## src/rtl/vote_pkg.sv

```systemverilog
// Shared types and helpers for the ballot collection stage feeding voter_if.
package vote_pkg;

    localparam int NUM_VOTERS = 4;

    typedef enum logic [1:0] {
        IDLE    = 2'd0,
        COLLECT = 2'd1,
        SEALED  = 2'd2
    } state_t;

    typedef logic [NUM_VOTERS-1:0] ballot_t;

    localparam ballot_t ALL_VOTED = {NUM_VOTERS{1'b1}};

    // Strobes from voters that have not voted yet this round (first vote wins).
    function automatic ballot_t first_votes(input ballot_t mask, input ballot_t strobe);
        return strobe & ~mask;
    endfunction

endpackage

```

## src/rtl/vote_timeout_timer.sv

```systemverilog
// COLLECT-phase cycle counter; expired flags the last permitted COLLECT cycle.
module vote_timeout_timer #(
    parameter int TIMEOUT = 16,
    parameter int TMR_W   = $clog2(TIMEOUT + 1)
) (
    input  logic             clk,
    input  logic             rst_n,
    input  logic             clr,
    input  logic             en,
    output logic             expired,
    output logic [TMR_W-1:0] count
);

    logic [TMR_W-1:0] count_r;

    // Cycle counter: clear wins over enable.
    always_ff @(posedge clk or negedge rst_n) begin
        if (!rst_n) begin
            count_r <= {TMR_W{1'b0}};
        end else if (clr) begin
            count_r <= {TMR_W{1'b0}};
        end else if (en) begin
            count_r <= count_r + {{(TMR_W-1){1'b0}}, 1'b1};
        end else begin
            count_r <= count_r;
        end
    end

    assign count   = count_r;
    assign expired = (count_r == TMR_W'(TIMEOUT - 1));

endmodule

```

## src/rtl/vote_collector.sv

```systemverilog
// Ballot collector: one vote per voter per round, sealed on full turnout or timeout.
// Optional input synchronizer enabled by defining VOTE_COLLECTOR_SYNC_EN.
module vote_collector
    import vote_pkg::*;
#(
    parameter int TIMEOUT = 16,
    parameter int TMR_W   = $clog2(TIMEOUT + 1)
) (
    input  logic       clk,
    input  logic       rst_n,
    input  logic       round_start,
    input  logic [3:0] vote_valid,
    input  logic [3:0] vote_yes,
    output logic [3:0] ballot,
    output logic [3:0] voted_mask,
    output logic       ballot_valid,
    input  logic       ballot_ready,
    output logic       timed_out,
    output logic       busy
);

    state_t           state_r, state_next_s;
    ballot_t          ballot_r, mask_r;
    logic             valid_r, timed_out_r, busy_r;
    ballot_t          vv_s, vy_s, fresh_s, mask_next_s, ballot_next_s;
    logic             tmr_clr_s, tmr_en_s, tmr_expired_s, timeout_hit_s;
    logic             seal_s, seal_timeout_s;
    logic [TMR_W-1:0] tmr_count_s;

`ifdef VOTE_COLLECTOR_SYNC_EN
    ballot_t vv_meta_r, vv_sync_r, vy_meta_r, vy_sync_r;

    // Two-flop synchronizer on the voter strobes and values.
    always_ff @(posedge clk or negedge rst_n) begin
        if (!rst_n) begin
            vv_meta_r <= 4'b0000;
            vv_sync_r <= 4'b0000;
            vy_meta_r <= 4'b0000;
            vy_sync_r <= 4'b0000;
        end else begin
            vv_meta_r <= vote_valid;
            vv_sync_r <= vv_meta_r;
            vy_meta_r <= vote_yes;
            vy_sync_r <= vy_meta_r;
        end
    end

    assign vv_s = vv_sync_r;
    assign vy_s = vy_sync_r;
`else
    assign vv_s = vote_valid;
    assign vy_s = vote_yes;
`endif

    assign tmr_clr_s = (state_r == IDLE) && round_start;
    assign tmr_en_s  = (state_r == COLLECT);

    vote_timeout_timer #(
        .TIMEOUT (TIMEOUT),
        .TMR_W   (TMR_W)
    ) u_timer (
        .clk     (clk),
        .rst_n   (rst_n),
        .clr     (tmr_clr_s),
        .en      (tmr_en_s),
        .expired (tmr_expired_s),
        .count   (tmr_count_s)
    );

    // Vote merge and next-state decision; a corrupted count past the limit also forces a seal.
    always_comb begin
        fresh_s        = first_votes(mask_r, vv_s);
        mask_next_s    = mask_r | fresh_s;
        ballot_next_s  = ballot_r | (fresh_s & vy_s);
        timeout_hit_s  = tmr_expired_s || (tmr_count_s > TMR_W'(TIMEOUT - 1));
        seal_s         = 1'b0;
        seal_timeout_s = 1'b0;
        state_next_s   = state_r;
        case (state_r)
            IDLE: begin
                if (round_start) begin
                    state_next_s = COLLECT;
                end else begin
                    state_next_s = IDLE;
                end
            end
            COLLECT: begin
                if (mask_next_s == ALL_VOTED) begin
                    state_next_s = SEALED;
                    seal_s       = 1'b1;
                end else if (timeout_hit_s) begin
                    state_next_s   = SEALED;
                    seal_s         = 1'b1;
                    seal_timeout_s = 1'b1;
                end else begin
                    state_next_s = COLLECT;
                end
            end
            SEALED: begin
                if (ballot_ready) begin
                    state_next_s = IDLE;
                end else begin
                    state_next_s = SEALED;
                end
            end
            default: begin
                state_next_s = IDLE;
            end
        endcase
    end

    // State register.
    always_ff @(posedge clk or negedge rst_n) begin
        if (!rst_n) begin
            state_r <= IDLE;
        end else begin
            state_r <= state_next_s;
        end
    end

    // Registered outputs; the ballot holds the last result until the next round opens.
    always_ff @(posedge clk or negedge rst_n) begin
        if (!rst_n) begin
            ballot_r    <= 4'b0000;
            mask_r      <= 4'b0000;
            valid_r     <= 1'b0;
            timed_out_r <= 1'b0;
            busy_r      <= 1'b0;
        end else begin
            valid_r <= (state_next_s == SEALED);
            busy_r  <= (state_next_s != IDLE);
            case (state_r)
                IDLE: begin
                    if (round_start) begin
                        ballot_r    <= 4'b0000;
                        mask_r      <= 4'b0000;
                        timed_out_r <= 1'b0;
                    end
                end
                COLLECT: begin
                    ballot_r <= ballot_next_s;
                    mask_r   <= mask_next_s;
                    if (seal_s) begin
                        timed_out_r <= seal_timeout_s;
                    end
                end
                default: begin
                    ballot_r <= ballot_r;
                    mask_r   <= mask_r;
                end
            endcase
        end
    end

    assign ballot       = ballot_r;
    assign voted_mask   = mask_r;
    assign ballot_valid = valid_r;
    assign timed_out    = timed_out_r;
    assign busy         = busy_r;

endmodule

```

## config.mk

```make
export PLATFORM = sky130hd
export DESIGN_NAME = vote_collector
export DESIGN_NICKNAME = d
export VERILOG_FILES = /design/src/rtl/vote_pkg.sv /design/src/rtl/vote_timeout_timer.sv /design/src/rtl/vote_collector.sv
export SDC_FILE = /design/constraint.sdc
export NUM_CORES = 1
export LEC_CHECK = 0
export ABC_AREA = 1
export CAP_MARGIN = 15
export CORE_AREA = 2 2 46 48
export CTS_CLUSTER_SIZE = 28
export DETAILED_ROUTE_END_ITERATION = 8
export DIE_AREA = 0 0 48 50
export HOLD_SLACK_MARGIN = 0.05
export PLACE_DENSITY = 0.75
export REMOVE_ABC_BUFFERS = 1
export SYNTH_ARGS = -nofsm -noshare
export SYNTH_HDL_FRONTEND = slang
export SYNTH_SLANG_ARGS = --single-unit
```

## constraint.sdc

```tcl
create_clock -name clk -period 2 [get_ports clk]
set_clock_uncertainty 0.2 [all_clocks]
set_input_delay 0.4 -clock clk [delete_from_list [all_inputs] [get_ports clk]]
set_output_delay 0.4 -clock clk [all_outputs]
set_load 0.02 [all_outputs]
```

Word-level counts from Yosys, hierarchy flattened. Index checks and enable logic that the tools add are counted.

Flip-flop bits (word level): 18. Bits of input ports: 12. Output and inout port bits: 11. Logic and storage cells: 46.

Add/sub/neg operators: 1. Magnitude comparators: 1. Equality and inequality tests: 7. Multiplexer cells: 17. Bitwise operators: 5. Reductions and logical operators: 8.

Operators by type and width (number): one-hot mux 4 bit (2 select lines) (2); two-way mux 5 bit (2); bitwise AND 4 bit (2); OR 4 bit (2); two-way mux 1 bit (7); two-way mux 2 bit (3); one-hot mux 2 bit (3 select lines) (1); nonzero test 2 bit (3); adder 5 x 1 -> 5 bit, second input constant (1); == test 5 x 4 -> 1 bit, second input constant (1); greater-than comparator 5 x 4 -> 1 bit, second input constant (1); == test 2 bit, second input constant (2); == test 4 bit, second input constant (1); two-way mux 4 bit (1); NOT 4 bit (1); AND reduction 3 bit (1); == test 2 x 1 -> 1 bit, second input constant (1); zero test 2 bit (1); != test 2 x 1 -> 1 bit, second input constant (1); != test 2 bit, second input constant (1); one-hot mux 1 bit (2 select lines) (1); AND reduction 2 bit (1); logical AND 1 bit (1); logical OR 1 bit (1).

Logic depth before layout (Yosys ltp). Gate-level depths: netlist of run 1.

Word-level depth: 8. Depth in mapped cells: 8. Depth with buffers taken out: 8.

Modules after synthesis. A second synthesis of run 1 with hierarchy kept.

Cells, all modules: 91. Area total of the unflattened synthesis: 823.3 um^2.

Modules (own cells, without submodules): vote_collector (times used 1, cells an instance 60, area an instance 559.3 um^2, sequential area each 325.3 um^2); vote_timeout_timer (times used 1, cells an instance 31, area an instance 264.0 um^2, sequential area each 125.1 um^2).

Least setup slack after synthesis of run 1. OpenSTA, ideal clock, no wires.

Kind: reg2reg. From: register u_timer.count_r[0] (netlist: u_timer.count[0]). To: register valid_r (netlist: ballot_valid). Library setup time: 0.126 ns. Data arrival time: 1.157 ns. Data required time: 1.674 ns. Slack: 0.517 ns. Cell stages (with the launch flop): 9. Path buffers: 0. Clock period less this slack: 1.483 ns. Cell sequence: dfrtp_1 > ha_1 > nand2_1 > nor2_1 > ha_1 > nor2_1 > nand2_1 > nand2_1 > nand3_1.

Cells in the longest elaborated chain, start to end: 6. Elaborated cells between the ends (all ways): 7. Those cells by class: 1 x order compare; 2 x eq/ne; 3 x mux; 1 x reduce/logical.

RTL lines: from (decl) (RTL line vote_timeout_timer.sv:14) `logic [TMR_W-1:0] count_r;`; from (signal assigned) (RTL line vote_timeout_timer.sv:19) `count_r <= {TMR_W{1'b0}};`; from (signal assigned) (RTL line vote_timeout_timer.sv:21) `count_r <= {TMR_W{1'b0}};`; from (signal assigned) (RTL line vote_timeout_timer.sv:23) `count_r <= count_r + {{(TMR_W-1){1'b0}}, 1'b1};`; greater-than comparator 5 x 4 -> 1 bit / == test 5 x 4 -> 1 bit (equally long branches) (RTL line vote_collector.sv:75, vote_timeout_timer.sv:30); logical OR 1 bit (*) (RTL line vote_collector.sv:75) `timeout_hit_s = tmr_expired_s || (tmr_count_s > TMR_W'(TIMEOUT - 1));`; two-way mux 2 bit (*) (RTL line vote_collector.sv:91) `end else if (timeout_hit_s) begin`; two-way mux 2 bit (*) (RTL line vote_collector.sv:88) `if (mask_next_s == ALL_VOTED) begin`; one-hot mux 2 bit (3 select lines) (*) (RTL line vote_collector.sv:79) `case (state_r)`; == test 2 bit (*) (RTL line vote_collector.sv:130) `valid_r <= (state_next_s == SEALED);`; to (signal assigned) (RTL line vote_collector.sv:130); to (decl) (RTL line vote_collector.sv:24) `logic valid_r, timed_out_r, busy_r;`.

Mark *: on every way between the ends. The rest lies on a longest branch, timed or not. A chain may end at the register's enable or synchronous reset.

Worst setup path after layout of run 1.
From: register mask_r[0] (netlist: voted_mask[0]). To: output voted_mask[0].

RTL lines: from (decl) (RTL line vote_collector.sv:23) `ballot_t ballot_r, mask_r;`; from (signal assigned) (RTL line vote_collector.sv:142) `mask_r <= mask_next_s;`; from (signal assigned) (RTL line vote_collector.sv:149) `mask_r <= mask_r;`; to (decl) (RTL line vote_collector.sv:15) `output logic [3:0] voted_mask,`.

No word-level cell between the ends.

==> impl_metrics.tcl, run 1 <==
set metrics [dict create \
    rr_endpoint "state_r[1]" \
    r2r_start "u_timer.count[0]" \
    cp_num_buf_inv 1 \
    antenna_left 0 \
    ys_types 17 \
    synth_area_leaders "dfrtp_1 53%, nand3_1 7.7%, o22ai_2 7.4%, nand2_1 6.7%, nor2_1 4.9%" \
    ff2ff_path_depth 8 \
    max_cap_viol_count 0 \
    yosysTopAreaCellShare_pct 53.33 \
    portBuffers 22 \
    critPathLaunchType "flop" \
    yosysWarnings 0 \
    start_util_pct 44.41 \
    syn_inst 87 \
    htreeDepth 1 \
    first_pass_iters 4 \
    cts_tree "done" \
    max_stage_delay_ps 620 \
    tightest_slew_ps 241.9 \
    endpoint_kind "output port" \
    slew_violations 0 \
    async_reset_ff_share_pct 100.0 \
    drc 0 \
    yosys_register_bits 18 \
    vias 671 \
    core_region_area_um2 1902 \
    drt_iter0_drc 9 \
    place_congestion 0.7837 \
    clock-sinks 18 \
    antennaDiodeCount 0 \
    grt_pass1_wl_um 2794 \
    setup_ws_ps 112.7 \
    cp_num_cells 1 \
    ys_seq_area_share_pct 53.33 \
    critical_path.top_delay_family "buffers and inverters" \
    dieArea_um2 2400 \
    min_path_type "input pin to asynchronous set/reset pin" \
    drive_above_1_share_pct 14.16 \
    postCtsHoldBufs 0 \
    ctsResizeCount 0 \
    cp_max_fo 3 \
    grt_usage_pct 16.99 \
    place_ws_ps 306.7 \
    die_w_um 48 \
    powerDensity_nw_per_um2 1481 \
    max_slew_margin_pct 83.83 \
    p_leak_nw 0.5127 \
    fill_cells 158 \
    design_area_um2 1127 \
    synth_top_area_cell "dfrtp_1" \
    worstPathCellList "clkdlybuf4s50_1" \
    syn_area_um2 844.6 \
    drt-wirelength-per-cell_um 11.31 \
    cts_buffer_depth 2 \
    fp.dieH_um 50 \
    setup_viol 0 \
    crit_type "flop to output port" \
    clock-root-buffer "clkbuf_4" \
    ir_drop_uv 832.8 \
    rows 16 \
    critPathRequiredTime_ps 1400 \
    rsz0062_at_grt "no" \
    finalCritPeriodShare_pct 94.37 \
    antenna_found_initial 0 \
    post-dp-hpwl_um 1202 \
    cts_buffers 3 \
    synth_common_cells "18 x dfrtp_1, 15 x nand2_1, 13 x nand3_1" \
    syn_to_final_growth_pct 33.48 \
    fmax_mhz 529.9 \
    nets 128 \
    cts_post_setup_buffers_inserted 0 \
    clk_pin_slew_worst_paths_ps 110 \
    ys.flop_type "dfrtp_1" \
    regToRegSetupSlack_ps 400 \
    routed_wl_um 1584 \
    fin_crit_ps 1887 \
    hold_viol 0 \
    critPathArrivalTime_ps 1290 \
    io_pins 23 \
    placed_area_um2 1091 \
    gr-total-overflow 0 \
    synth_most_common_cell "dfrtp_1" \
    clk_latency_ps 290 \
    whs_ps 225.7 \
    setup_tns_ps 0 \
    via_per_inst 4.793 \
    cp_slowest_cell "clkdlybuf4s50_1" \
    grt_pass1_vias 667 \
    synth_edf_count 0 \
    status "finished clean" \
    avgSynthCellArea_um2 9.708 \
    grt_max_degree 19 \
    crit_start "voted_mask[0]" \
]
## logic make-up after synthesis
| family | share of synthesized area [%] |
|---|---|
| fa+ha+maj | 2.962 |
| buf+inv | 6.074 |
| simple gates | 23.56 |
| flops | 53.33 |
| compound gates | 14.07 |
## worst max-delay path by stage
stage                          to
floorplan            ballot_valid
global placement       state_r[0]
detailed placement      timed_out
CTS                 voted_mask[0]
global route        voted_mask[3]
finish              voted_mask[0]
## flip-flops by register name, indices dropped and copies added, names as in the netlist
signal         count
voted_mask         4
state_r            2
ballot_valid       1
ballot             4
u_timer.count      5
busy               1
timed_out          1
## report_power, final
part           switching, mW  internal (mW)
Combinational          0.491          0.350
Clock                  0.111          0.111
Sequential            0.0977          0.509
Total                  0.700          0.970
## stage by stage
step,utilization [%],power (mW),cells
2_1_floorplan,-,1.156,86
3_3_place_gp,57.37,1.441,136
3_5_place_dp,57.37,1.465,136
4_1_cts,59.28,1.691,140
5_1_grt,59.28,1.812,140
6_report,59.28,1.670,140
## placed cells by master (no fill, tap or decap)
| cell type | netlist | final |
|---|---|---|
| dfrtp_1 | 18 | 18 |
| nand3_1 | 13 | 13 |
| clkbuf_4 | 0 | 3 |
| nand3b_1 | 1 | 1 |
| o21ai_1 | 1 | 1 |
| o21ai_2 | 3 | 3 |
| inv_4 | 1 | 1 |
| buf_4 | 0 | 1 |
| o22ai_2 | 5 | 5 |
| nand2_4 | 1 | 1 |
| o21ai_0 | 3 | 3 |
| clkbuf_8 | 0 | 1 |
| nand2_1 | 15 | 15 |
| clkdlybuf4s50_1 | 0 | 22 |
| a21oi_1 | 2 | 2 |
| ha_1 | 2 | 2 |
| nor2_1 | 11 | 11 |
| nand4_1 | 1 | 1 |
| inv_1 | 8 | 8 |
| nor2_4 | 1 | 1 |
## cell type report
cell class,instances,area [um^2],share of cell area [%]
Sequential cell,18,450.4,39.96
Multi-Input combinational cell,59,342.8,30.41
Timing Repair Buffer,23,227.7,20.20
Clock buffer,4,36.28,3.219
Inverter,9,36.28,3.219
Tap cell,27,33.78,2.997
## routing by layer
layer | wire length (um) | track usage [%] | up-vias
met4 | 22 | 10.81 | 0
met2 | 775 | 25.33 | 13
met1 | 743 | 20.84 | 314
li1 | - | - | 342
met3 | 43 | 4.396 | 2
met5 | 0 | 0 | -
(Power assumes the default switching activity.)
==> inputs of run 2 (changes only) <==
--- a/config.mk
+++ b/config.mk
@@ -6,5 +6,4 @@
 export NUM_CORES = 1
 export LEC_CHECK = 0
-export ABC_AREA = 1
 export CAP_MARGIN = 15
 export CORE_AREA = 2 2 46 48
@@ -13,6 +12,7 @@
 export DIE_AREA = 0 0 48 50
 export HOLD_SLACK_MARGIN = 0.05
-export PLACE_DENSITY = 0.75
+export PLACE_DENSITY = 0.73
 export REMOVE_ABC_BUFFERS = 1
+export SKIP_CTS_REPAIR_TIMING = 1
 export SYNTH_ARGS = -nofsm -noshare
 export SYNTH_HDL_FRONTEND = slang
==> constraint.sdc (replaced) <==
create_clock -name clk -period 2 [get_ports clk]
set_clock_uncertainty 0.2 [all_clocks]
set_input_delay 0.4 -clock clk [delete_from_list [all_inputs] [get_ports clk]]
set_output_delay 0.4 -clock clk [all_outputs]
set_load 0.05 [all_outputs]
==> run 2 against run 1 <==
  * Sequential share of layout area is 2.2 points higher
  * Fmax fell by 0.23%
  * Combinational power grew 2%
  * Sequential power rose by 7.9%
  * Register-to-register slack got worse by 290 ps
  * Cell area shrank 5.2%
  * Power grew 3.6%
  * Routed wire length grew 10%
  * Critical path type is now flop to flop
==> impl_metrics.tcl, run 2 <==
set metrics [dict create \
    globalRoute.busiestLayer "met2" \
    muxShareOfSynthArea_pct 2.611 \
    slew_violations 0 \
    gr-total-overflow 0 \
    drc 0 \
    drive_above_1_share_pct 16.19 \
    antenna_left 0 \
    yosysTopAreaCellShare_pct 55.30 \
    stdcell_count 132 \
    routed_wl_um 1746 \
    grt_pass1_wl_um 2766 \
    clk_pin_slew_worst_paths_ps 100 \
    nets 120 \
    critPathArrivalTime_ps 1890 \
    path_common_cell "ha_1" \
    max_slew_margin_pct 68.57 \
    synthAdderAreaFrac_pct 3.072 \
    grt_pass1_vias 675 \
    synth_most_common_cell "dfrtp_1" \
    layout_common_cells "18 x dfrtp_1, 12 x nand2_1, 12 x buf_4" \
    rsz0062_at_grt "no" \
    worstPathCellList "ha_1, and3_1, ha_1, nor2_1, o211ai_1, o21ai_0" \
    via_per_inst 5.333 \
    avgSynthCellArea_um2 10.18 \
    clock-sinks 18 \
    htreeDepth 1 \
    setup_viol 0 \
    ys_types 26 \
    min_path_type "input pin to asynchronous set/reset pin" \
    synth_xor_area_share_pct 0 \
    r2r_start "u_timer.count[0]" \
    met3_usage_pct 2.564 \
    rr_endpoint "state_r[0]" \
    tightest_slew_ps 470.5 \
    antennaDiodeCount 0 \
    clock-root-buffer "clkbuf_4" \
    portBuffers 22 \
    drt_iter0_drc 8 \
    met2_usage_pct 24.67 \
    first_pass_iters 4 \
    fill_cells 165 \
    placedCellCount 128 \
    cp_num_buf_inv 0 \
    grt_usage_pct 16.36 \
    yosys_register_bits 18 \
    synth_area_leaders "dfrtp_1 55%, nand2_1 5.5%, a21oi_1 4.9%, ha_1 3.1%, nor2_1 2.8%" \
    core_region_area_um2 1902 \
    syn_area_um2 814.5 \
    fp.dieH_um 50 \
    ys.flop_type "dfrtp_1" \
    cp_max_fo 5 \
    syn_to_final_growth_pct 31.18 \
    final_util_pct 56.18 \
    ir_drop_uv 679.5 \
    fmax_mhz 528.6 \
    setup_tns_ps 0 \
    endpoint_kind "flop" \
    yosysWarnings 0 \
    ys_seq_area_share_pct 55.30 \
    ff2ff_path_depth 6 \
    cts_buffers 3 \
    antenna_found_initial 0 \
    synth_top_family_by_area "compound AO/OA/AOI/OAI gates" \
    finalCritPeriodShare_pct 94.58 \
    syn_inst 80 \
    hold_viol 0 \
    io_pins 23 \
    use_met1_pct 21.06 \
    cts_tree "done" \
    async_reset_ff_share_pct 100.0 \
    synth_common_cells "18 x dfrtp_1, 12 x nand2_1, 8 x a21oi_1" \
    place_congestion 0.7538 \
    rows 16 \
    critical_path.top_delay_family "flip-flops" \
    dieArea_um2 2400 \
    crit_type "flop to flop" \
    die_w_um 48 \
    drt-wirelength-per-cell_um 13.23 \
    p_leak_nw 0.5031 \
    fin_crit_ps 1892 \
    vias 704 \
    post-dp-hpwl_um 1348 \
    cp_slowest_cell "dfrtp_1" \
    yosys.area_share.simple_pct 16.13 \
    synth_edf_count 0 \
    synth_top_area_cell "dfrtp_1" \
    max_cap_viol_count 0 \
    start_util_pct 42.83 \
    largest_reg_flops 5 \
    cts_buffer_depth 2 \
    max_stage_delay_ps 440 \
    regToRegSetupSlack_ps 110 \
    critPathRequiredTime_ps 2000 \
    grt_max_degree 19 \
    status "finished clean" \
    clk_latency_ps 290 \
    final_common_cell "dfrtp_1" \
    synth-compound-area-share_pct 19.97 \
    critPathLaunchType "flop" \
    powerDensity_nw_per_um2 1619 \
]
## run 2: cell types whose count changed after synthesis, sizes merged, moves of 3 or more
cell    delta
o211ai     +3
nand3     -12
a21oi      +6
nor2       -6
nand2      -4
o22ai      -3
inv        -7
o31ai      +3
## run 2: metal layers
| metal | share of wire (%) | vias to the layer above | wire length, um |
|---|---|---|---|
| li1 | - | 343 | - |
| met1 | 45 | 342 | 792 |
| met2 | 51 | 17 | 890 |
| met3 | 3.2 | 2 | 55 |
| met4 | 0.46 | 0 | 8 |
| met5 | 0 | - | 0 |
## run 2: cell type report
class / instances / area (um^2) / area share, %
Tap cell: 27 / 33.78 / 3.162
Multi-Input combinational cell: 58 / 340.3 / 31.85
Sequential cell: 18 / 450.4 / 42.15
Clock buffer: 4 / 36.28 / 3.396
Timing Repair Buffer: 23 / 200.2 / 18.74
Inverter: 2 / 7.507 / 0.7026
## run 2: worst max path at each step
stage | startpoint | endpoint | slack (ps) | cells after the start
global route | u_timer.count[0] | state_r[0] | 40 | 6
global placement | round_start | ballot[2] | 170 | 4
finish | u_timer.count[0] | state_r[0] | 110 | 6
CTS | u_timer.count[0] | state_r[0] | 120 | 6
floorplan | u_timer.count[0] | ballot_valid | 360 | 6
detailed placement | vote_valid[0] | state_r[0] | 140 | 4
## run 2: worst reg2reg max path: stages, from the launching register on
cell and delay [ps]:
dfrtp_1 440, ha_1 240, and3_1 180, ha_1 170
nor2_1 160, o211ai_1 170, o21ai_0 250
## run 2: where the power goes
group	switching, mW	internal, mW
registers	0.151	0.504
logic	0.568	0.286
clock network	0.110	0.111
## run 2: cells by family (layout without fill, tap and decap cells)
family	after synthesis	in the layout
adders and majority gates	2	2
and+or+nand+nor	28	28
muxes	2	2
AOI/OAI and AO/OA	26	26
buffers and inverters	4	29
DFF	18	18
## run 2: per-stage QoR
stage / hold WS (ps) / worst slack, ps / power [mW] / area [um^2]
floorplan: -95.59 / 360.9 / 1.237 / 798.3
finish: 223.1 / 108.3 / 1.729 / 1069
global route: 245.4 / 36.77 / 1.837 / 1069
global placement: 277.5 / 174.4 / 1.506 / 1032
CTS: 220.4 / 124.2 / 1.745 / 1069
detailed placement: 285.7 / 136.2 / 1.523 / 1032
